**src/rtl/dmem_arb_pkg.sv**
```systemverilog
// Shared types for the data-memory arbiter.
// Width defaults and the FSM/owner encodings live here.
package dmem_arb_pkg;

  localparam int ADDR_W = 8;
  localparam int DATA_W = 8;

  typedef enum logic [1:0] {
    IDLE,
    BUSY,
    DONE
  } state_t;

  typedef enum logic {
    OWN_PIPE,
    OWN_LD
  } owner_t;

endpackage

```
**src/rtl/dmem_arbiter.sv**
```systemverilog
// Single-port data memory arbiter between the MEM stage and the loader.
// Fixed-latency accesses; the loader wins after STARVE_MAX pipe grants.
module dmem_arbiter #(
  parameter int ADDR_W     = dmem_arb_pkg::ADDR_W,
  parameter int DATA_W     = dmem_arb_pkg::DATA_W,
  parameter int MEM_LAT    = 2,
  parameter int STARVE_MAX = 4
) (
  input  logic              clk1,
  input  logic              rst,
  input  logic              pipe_memread,
  input  logic              pipe_memwrite,
  input  logic [ADDR_W-1:0] pipe_addr,
  input  logic [DATA_W-1:0] pipe_wdata,
  output logic              pipe_stall,
  output logic [DATA_W-1:0] pipe_rdata,
  input  logic              ld_req,
  input  logic              ld_we,
  input  logic [ADDR_W-1:0] ld_addr,
  input  logic [DATA_W-1:0] ld_wdata,
  output logic              ld_gnt,
  output logic              ld_rvalid,
  output logic [DATA_W-1:0] ld_rdata,
  output logic              mem_en,
  output logic              mem_we,
  output logic [ADDR_W-1:0] mem_addr,
  output logic [DATA_W-1:0] mem_wdata,
  input  logic [DATA_W-1:0] mem_rdata
);
  import dmem_arb_pkg::*;

  localparam int CNT_W = $clog2(MEM_LAT + 1);
  localparam int STV_W = $clog2(STARVE_MAX + 1);

  state_t           state;
  state_t           state_d;
  owner_t           owner;
  logic [CNT_W-1:0] cnt;
  logic [STV_W-1:0] starve_cnt;
  logic             acc_we;
  logic             pipe_req;
  logic             pipe_win;
  logic             ld_win;
  logic             last_busy;
  logic             starved;

  assign pipe_req  = pipe_memread | pipe_memwrite;
  assign last_busy = (state == BUSY) && (cnt == CNT_W'(1));
  assign starved   = ld_req && (starve_cnt == STV_W'(STARVE_MAX));

  assign pipe_stall = pipe_req &
                      !(state == DONE && owner == OWN_PIPE);

  always_ff @(posedge clk1) begin
    if (rst) state <= IDLE;
    else     state <= state_d;
  end

  always_comb begin
    state_d  = state;
    pipe_win = 1'b0;
    ld_win   = 1'b0;
    unique case (state)
      IDLE: begin
        if (pipe_req && !starved) pipe_win = 1'b1;
        else if (ld_req)          ld_win   = 1'b1;
        if (pipe_win || ld_win) state_d = BUSY;
      end
      BUSY: begin
        if (last_busy) state_d = DONE;
      end
      DONE: state_d = IDLE;
      default: state_d = IDLE;
    endcase
  end

  // Strobes default low so mem_en/ld_gnt/ld_rvalid are single-cycle pulses.
  always_ff @(posedge clk1) begin
    if (rst) begin
      owner      <= OWN_PIPE;
      acc_we     <= 1'b0;
      cnt        <= '0;
      starve_cnt <= '0;
      mem_en     <= 1'b0;
      mem_we     <= 1'b0;
      mem_addr   <= '0;
      mem_wdata  <= '0;
      ld_gnt     <= 1'b0;
      ld_rvalid  <= 1'b0;
      pipe_rdata <= '0;
      ld_rdata   <= '0;
    end else begin
      mem_en    <= 1'b0;
      mem_we    <= 1'b0;
      ld_gnt    <= 1'b0;
      ld_rvalid <= 1'b0;
      if (state == BUSY) cnt <= cnt - 1'b1;
      if (pipe_win) begin
        owner     <= OWN_PIPE;
        acc_we    <= pipe_memwrite;
        cnt       <= CNT_W'(MEM_LAT);
        mem_en    <= 1'b1;
        mem_we    <= pipe_memwrite;
        mem_addr  <= pipe_addr;
        mem_wdata <= pipe_wdata;
      end
      if (ld_win) begin
        owner     <= OWN_LD;
        acc_we    <= ld_we;
        cnt       <= CNT_W'(MEM_LAT);
        mem_en    <= 1'b1;
        mem_we    <= ld_we;
        mem_addr  <= ld_addr;
        mem_wdata <= ld_wdata;
        ld_gnt    <= 1'b1;
      end
      if (last_busy && !acc_we) begin
        if (owner == OWN_PIPE) begin
          pipe_rdata <= mem_rdata;
        end else begin
          ld_rdata  <= mem_rdata;
          ld_rvalid <= 1'b1;
        end
      end
      if (ld_win || (state == IDLE && !ld_req))
        starve_cnt <= '0;
      else if (pipe_win && starve_cnt != STV_W'(STARVE_MAX))
        starve_cnt <= starve_cnt + 1'b1;
    end
  end

endmodule

```
**config.mk**
```make
export PLATFORM = sky130hd
export DESIGN_NAME = dmem_arbiter
export DESIGN_NICKNAME = d
export VERILOG_FILES = /design/src/rtl/dmem_arb_pkg.sv /design/src/rtl/dmem_arbiter.sv
export SDC_FILE = /design/constraint.sdc
export NUM_CORES = 1
export LEC_CHECK = 0
export BUFFER_PORTS_ARGS = -buffer_cell sky130_fd_sc_hd__buf_2
export CAP_MARGIN = 10
export CORE_MARGIN = 2
export CORE_UTILIZATION = 29
export CTS_BUF_LIST = sky130_fd_sc_hd__clkbuf_2
export DETAILED_ROUTE_END_ITERATION = 12
export RECOVER_POWER = 50
export SKIP_LAST_GASP = 1
export SYNTH_ARGS = -nofsm -noshare
export SYNTH_HDL_FRONTEND = slang
export SYNTH_SLANG_ARGS = --single-unit
```
**constraint.sdc**
```tcl
create_clock -name clk1 -period 2.2 [get_ports clk1]
set_clock_uncertainty 0.2 [all_clocks]
set_input_delay 0.22 -clock clk1 [delete_from_list [all_inputs] [get_ports clk1]]
set_output_delay 0.22 -clock clk1 [all_outputs]
set_load 0.05 [all_outputs]
```
==> results of run 1 <==
## timing repair
action,in CTS,in global routing
hold endpoints to repair,41,1
hold buffers,33,1
setup buffers,0,0
## power breakdown
part / switching [mW] / internal (mW)
Clock: 0.268 / 0.0800
Combinational: 0.215 / 0.146
Sequential: 0.0249 / 0.857
Total: 0.508 / 1.08
## worst paths after layout
check        slack, ns            to     startpoint  cells after the start
min reg2reg       0.28   ld_rdata[3]    ld_rdata[3]                      2
max reg2reg       0.25   mem_addr[4]  starve_cnt[0]                      6
min               0.02  mem_wdata[3]  pipe_wdata[3]                      3
max               0.23    pipe_stall       state[0]                      3
## worst max-delay path, cell delays in order (launching register included)
cell and delay, ns:
dfxtp_1 0.53, inv_1 0.09, a31oi_1 0.22, buf_2 0.30
## synth_stat cells
cell	number
or3_1	1
or3_4	1
xor2_1	1
a21boi_0	1
ha_1	3
buf_2	6
nor2b_1	1
buf_4	1
clkinv_1	1
a21oi_4	1
a31oi_1	1
o2bb2ai_1	1
buf_6	3
and2_1	1
nor4b_1	10
nor4bb_1	1
a221o_2	8
nor4_1	1
o21a_1	1
a221o_1	8
nand4_1	2
nand4b_1	1
o22a_1	1
a2bb2oi_1	1
nor2_1	4
nor3b_4	1
nand2_1	25
inv_1	6
buf_8	1
a21o_1	1
a2111oi_0	1
and3_1	2
o311a_1	1
nor4b_2	7
o21ai_0	5
nor3b_1	1
dfxtp_1	45
and2b_1	1
clkbuf_1	3
a21oi_1	3
mux2i_1	16
## cell families after synthesis
| logic type | Yosys count | synth area share |
|---|---|---|
| DFF | 45 | 0.463 |
| adders and majority gates | 3 | 0.0193 |
| muxes | 16 | 0.0823 |
| xor gates and xnor gates | 1 | 0.00450 |
| and+or+nand+nor | 60 | 0.213 |
| buffers and inverters | 21 | 0.0636 |
| AOI/OAI and AO/OA | 34 | 0.154 |
## state kept, by name (all words and copies together) (netlist names)
register / cells
acc_we: 1
cnt: 2
ld_gnt: 1
ld_rdata: 8
ld_rvalid: 1
mem_addr: 8
mem_en: 1
mem_wdata: 8
mem_we: 1
owner: 1
pipe_rdata: 8
starve_cnt: 3
state: 2
## layout make-up
cell class	count	area, um2	share of cell area
Clock buffer	6	30.0	0.0109
Clock inverter	2	10.0	0.00362
Inverter	7	26.3	0.00952
Multi-Input combinational cell	114	928	0.336
Sequential cell	45	901	0.326
Tap cell	77	96.3	0.0349
Timing Repair Buffer	125	769	0.279
## routing by layer
metal  vias to the layer above  track usage  routed length, um
met2                        68        0.229               2290
met3                         7       0.0414                367
met5                         -            0                  0
li1                        903            -                  -
met4                         0       0.0390                 45
met1                       832        0.171               2310
==> impl_metrics.json, run 1 <==
{
  "placed_area_um2": 2430,
  "netlist_instances": 180,
  "crit_path_start_kind": "flop",
  "via_count": 1810,
  "worstSetupPathType": "reg -> out",
  "cp_max_fo": 10,
  "timing.slew.headroom": 0.582,
  "period_share": 0.895,
  "cts.sinks": 45,
  "cap_violations": 0,
  "placedCellCount": 334,
  "clk_pin_slew_ns": 0.23,
  "power_mw": 1.59,
  "ys_top_cells_by_area": "dfxtp_1 (46%), mux2i_1 (8.2%), nor4b_2 (5.4%)",
  "yosysSeqAreaShare": 0.463,
  "setup_viol": 0,
  "instances_no_fill": 376,
  "numCtsBuffers": 5,
  "hold_violations": 0,
  "first_iter_violations": 75,
  "layout_commonest_cell": "buf_2",
  "syn_nets": 229,
  "track_usage": 0.137,
  "wire_per_inst_um": 13.3,
  "power_leakage_nw": 1.16,
  "synth_area_per_cell_um2": 10.8,
  "hold_class": "in -> reg",
  "fin_nets": 347,
  "fmax_mhz": 508,
  "portBuffers": 82,
  "gp_congestion": 0.754,
  "ir_drop_mv": 0.237,
  "drt_wl_total_mm": 5.01,
  "arrival_ns": 1.55,
  "period_needed_ns": 1.97,
  "status": "complete, no violations",
  "finalCoreUtilization": 0.430,
  "antenna_found_initial": 0,
  "cts_tree": "built",
  "crit_path_end_kind": "primary output",
  "pin_count": 83,
  "drc": 0,
  "globalRouteOverflowTotal": 0,
  "yosysTopAreaCell": "dfxtp_1",
  "final.setup.tns_ns": 0,
  "critPathRequiredTime_ns": 1.78,
  "p_per_area_nw_per_um2": 576,
  "die_y_um": 85.9,
  "maxSlewViolCount": 0,
  "first_global_vias": 1811,
  "rsz0062_at_grt": "false",
  "final_antenna_net_count": 0,
  "clockBufferDepth": 2,
  "synth.distinct_cells": 41,
  "yosysWarningCount": 0,
  "clock_latency_ns": 0.41,
  "pre_cts_ws_ns": 0.281,
  "final_area_um2": 2760,
  "worstMarginPinSlew_ns": 0.629,
  "viasPerCell": 4.81,
  "h-tree-depth": 2,
  "area_growth_pct": 41.8,
  "cts_resized": 0,
  "antenna_cells": 0,
  "fp-row-count": 29,
  "grt_start_max_net_pins": 25,
  "dp_hpwl_mm": 3.32,
  "synth_top_area_share": 0.463,
  "final_layout_size_suffix_gt1_frac": 0.271,
  "die_width_um": 85.9,
  "final_cell_mix": "buf_2 (46), dfxtp_1 (45), clkbuf_1 (37), dlygate4sd3_1 (34), nand2_1 (25)",
  "post_synth_instance_area_um2": 1950,
  "placeableCoreArea_um2": 6420,
  "whs_ns": 0.0155,
  "root_buffer": "clkbuf_2",
  "grt_pass1_wl_mm": 8.27,
  "worst_slack_ns": 0.232,
  "start_util": 0.303,
  "drtPass1Iterations": 4,
  "dieArea_um2": 7380,
  "ys_ff_latch": 45,
  "nFillCells": 633
}
Note: power is estimated with default switching activity, not from simulation.
==> inputs of run 2 (changes only) <==
- ABC_AREA: default -> 1
==> run 2 against run 1 <==
Clock power is essentially flat. Synthesized cell count increased by 46%. Critical endpoint unchanged. First-iteration DRC count decreased by 4.0%.
==> impl_metrics.json, run 2 <==
{
  "status": "complete, no violations",
  "p_sw_uw": 562,
  "synth.distinct_cells": 26,
  "path_depth": 3,
  "crit_path_end_kind": "primary output",
  "fmax_mhz": 524,
  "rr_worst_depth": 6,
  "die_width_um": 87.2,
  "r2r-start": "cnt[0]",
  "maxSlewViolCount": 0,
  "via_count": 2170,
  "gp_congestion": 0.805,
  "cap_violations": 0,
  "grt_start_max_net_pins": 24,
  "worstSetupPathType": "reg -> out",
  "viasPerCell": 4.66,
  "reg2reg_to": "pipe_rdata[0]",
  "multiInputGateArea_um2": 932,
  "clock_latency_ns": 0.39,
  "p_per_area_nw_per_um2": 576,
  "h-tree-depth": 2,
  "track_usage": 0.154,
  "yosysSeqAreaShare": 0.449,
  "globalRouteOverflowTotal": 0,
  "area_growth_pct": 43.9,
  "async_flop_share": 0,
  "pwr-share-comb": 0.257,
  "numCtsBuffers": 5,
  "fin_nets": 434,
  "wire_per_inst_um": 12.6,
  "cts_resized": 0,
  "fp-row-count": 30,
  "yosysWarningCount": 0,
  "seqPwrFrac": 0.534,
  "portBuffers": 82,
  "cts_setup_buffers": 0,
  "layout_commonest_cell": "nand2_1",
  "whs_ns": 0.184,
  "p_int_mw": 1.10,
  "hold_class": "in -> reg",
  "dp_hpwl_mm": 3.75,
  "drt_wl_total_mm": 5.85,
  "path_delay_family": "flip-flops",
  "final_antenna_net_count": 0,
  "first_global_vias": 2082,
  "clk_pin_slew_ns": 0.21,
  "netlist_instances": 262,
  "final_cell_mix": "nand2_1 (61), nand3_1 (56), dfxtp_1 (45), buf_2 (44), dlygate4sd3_1 (43)",
  "ir_drop_mv": 0.294,
  "clockBufferDepth": 2,
  "period_share": 0.867,
  "crit_path_start_kind": "flop",
  "seqCellArea_um2": 901,
  "rsz0062_at_grt": "false",
  "drtPass1Iterations": 4,
  "syn_nets": 311,
  "synthFlopType": "dfxtp_1",
  "drc": 0,
  "power_leakage_nw": 1.31,
  "crit_slowest_cell": "dfxtp_1",
  "root_buffer": "clkbuf_2",
  "period_needed_ns": 1.91,
  "crit_end": "pipe_stall",
  "placeableCoreArea_um2": 6760,
  "yosysTopAreaCell": "dfxtp_1",
  "start_util": 0.297,
  "cts_tree": "built",
  "clockPowerShare": 0.209,
  "die_y_um": 87.2,
  "grt_pass1_wl_mm": 9.18,
  "pin_count": 83,
  "final_layout_size_suffix_gt1_frac": 0.168,
  "dieArea_um2": 7610,
  "worstMarginPinSlew_ns": 0.635,
  "slowest_delay_ns": 0.48,
  "ys_top_cells_by_area": "dfxtp_1 (45%), nand3_1 (14%), nand2_1 (11%)",
  "cp-startpoint": "owner",
  "ys_ff_latch": 45,
  "hold_violations": 0,
  "cts_hold_repair.buffers": 43,
  "antenna_cells": 0,
  "antenna_found_initial": 0,
  "synth_edf_count": 0,
  "critPathRequiredTime_ns": 1.78,
  "rrSetupSlack_ns": 0.41,
  "final.setup.tns_ns": 0,
  "first_iter_violations": 72,
  "synth.most_common_cell": "nand2_1",
  "cp_max_fo": 11,
  "swShare": 0.338,
  "crit_chain": "o31ai_1, inv_1, buf_2",
  "synth_top_area_share": 0.449,
  "nFillCells": 694,
  "arrival_ns": 1.49,
  "cts.sinks": 45,
  "worstPathBufferInverterCount": 2,
  "timing.slew.headroom": 0.578,
  "post_synth_instance_area_um2": 2010,
  "synth_top_cells_by_count": "nand2_1 (61), nand3_1 (56), dfxtp_1 (45)",
  "synth_area_per_cell_um2": 7.66,
  "setup_viol": 0
}
-- run 2: cell types whose count changed after synthesis, sizes merged, moves of 5 or more --
cell and delta:
nand3 +57, nand2 +39, inv +19, a21oi +18
nor4b -17, a221o -16, mux2i -16, nand3b +16
nor2 +5
-- run 2: worst min path at each step --
| stage | from | cells past startpoint | endpoint |
|---|---|---|---|
| 2_1_floorplan | ld_we | 2 | mem_we |
| 3_3_place_gp | ld_rdata[4] | 2 | ld_rdata[4] |
| 3_5_place_dp | ld_rdata[4] | 2 | ld_rdata[4] |
| 4_1_cts | ld_req | 5 | starve_cnt[1] |
| 5_1_grt | ld_req | 5 | starve_cnt[1] |
| 6_report | ld_req | 6 | starve_cnt[1] |
-- run 2: cell type report --
type | instances | area share
clock buffers | 8 | 0.0139
well taps | 80 | 0.0346
flip-flops and latches | 45 | 0.312
inverters | 27 | 0.0351
repair buffers | 128 | 0.282
multi-input cells | 178 | 0.323
-- run 2: per-layer routing --
| metal | routed length, um | up-vias | track usage |
|---|---|---|---|
| li1 | - | 1102 | - |
| met1 | 2600 | 979 | 0.186 |
| met2 | 2730 | 78 | 0.257 |
| met3 | 433 | 11 | 0.0483 |
| met4 | 83 | 0 | 0.0545 |
| met5 | 0 | - | 0 |
-- run 2: tightest hold or removal path, cell delays in order --
cell and delay, ns:
buf_2 0.09, nand3_1 0.11, nand2_2 0.12, nor2_1 0.09, nand3_1 0.07, a21oi_1 0.06
-- run 2: power by group through the flow --
stage / registers [mW] / clock network, mW / logic, mW
after floorplan: 1.02 / 0 / 0.152
after global placement: 0.903 / 0 / 0.375
after detailed placement: 0.903 / 0 / 0.377
after CTS: 0.888 / 0.361 / 0.435
after global routing: 0.895 / 0.391 / 0.462
final: 0.889 / 0.348 / 0.428
-- run 2: per-stage QoR --
step	utilization	cell area, um2	cells	setup WS, ns	power, mW
finish	0.428	2890	466	0.293	1.67
global route	0.428	2890	466	0.155	1.75
CTS	0.435	2940	466	0.222	1.68
detailed placement	0.365	2470	415	0.446	1.28
global placement	0.365	2470	415	0.444	1.28
floorplan	-	2010	262	0.691	1.17
-- run 2: kinds of logic after synthesis --
family                   share of synthesized area
AND/OR/NAND/NOR                              0.373
flip-flops                                   0.449
buffers and inverters                       0.0872
AO/OA/AOI/OAI                               0.0642
adder cells (fa/ha/maj)                     0.0187
XOR/XNOR                                   0.00872
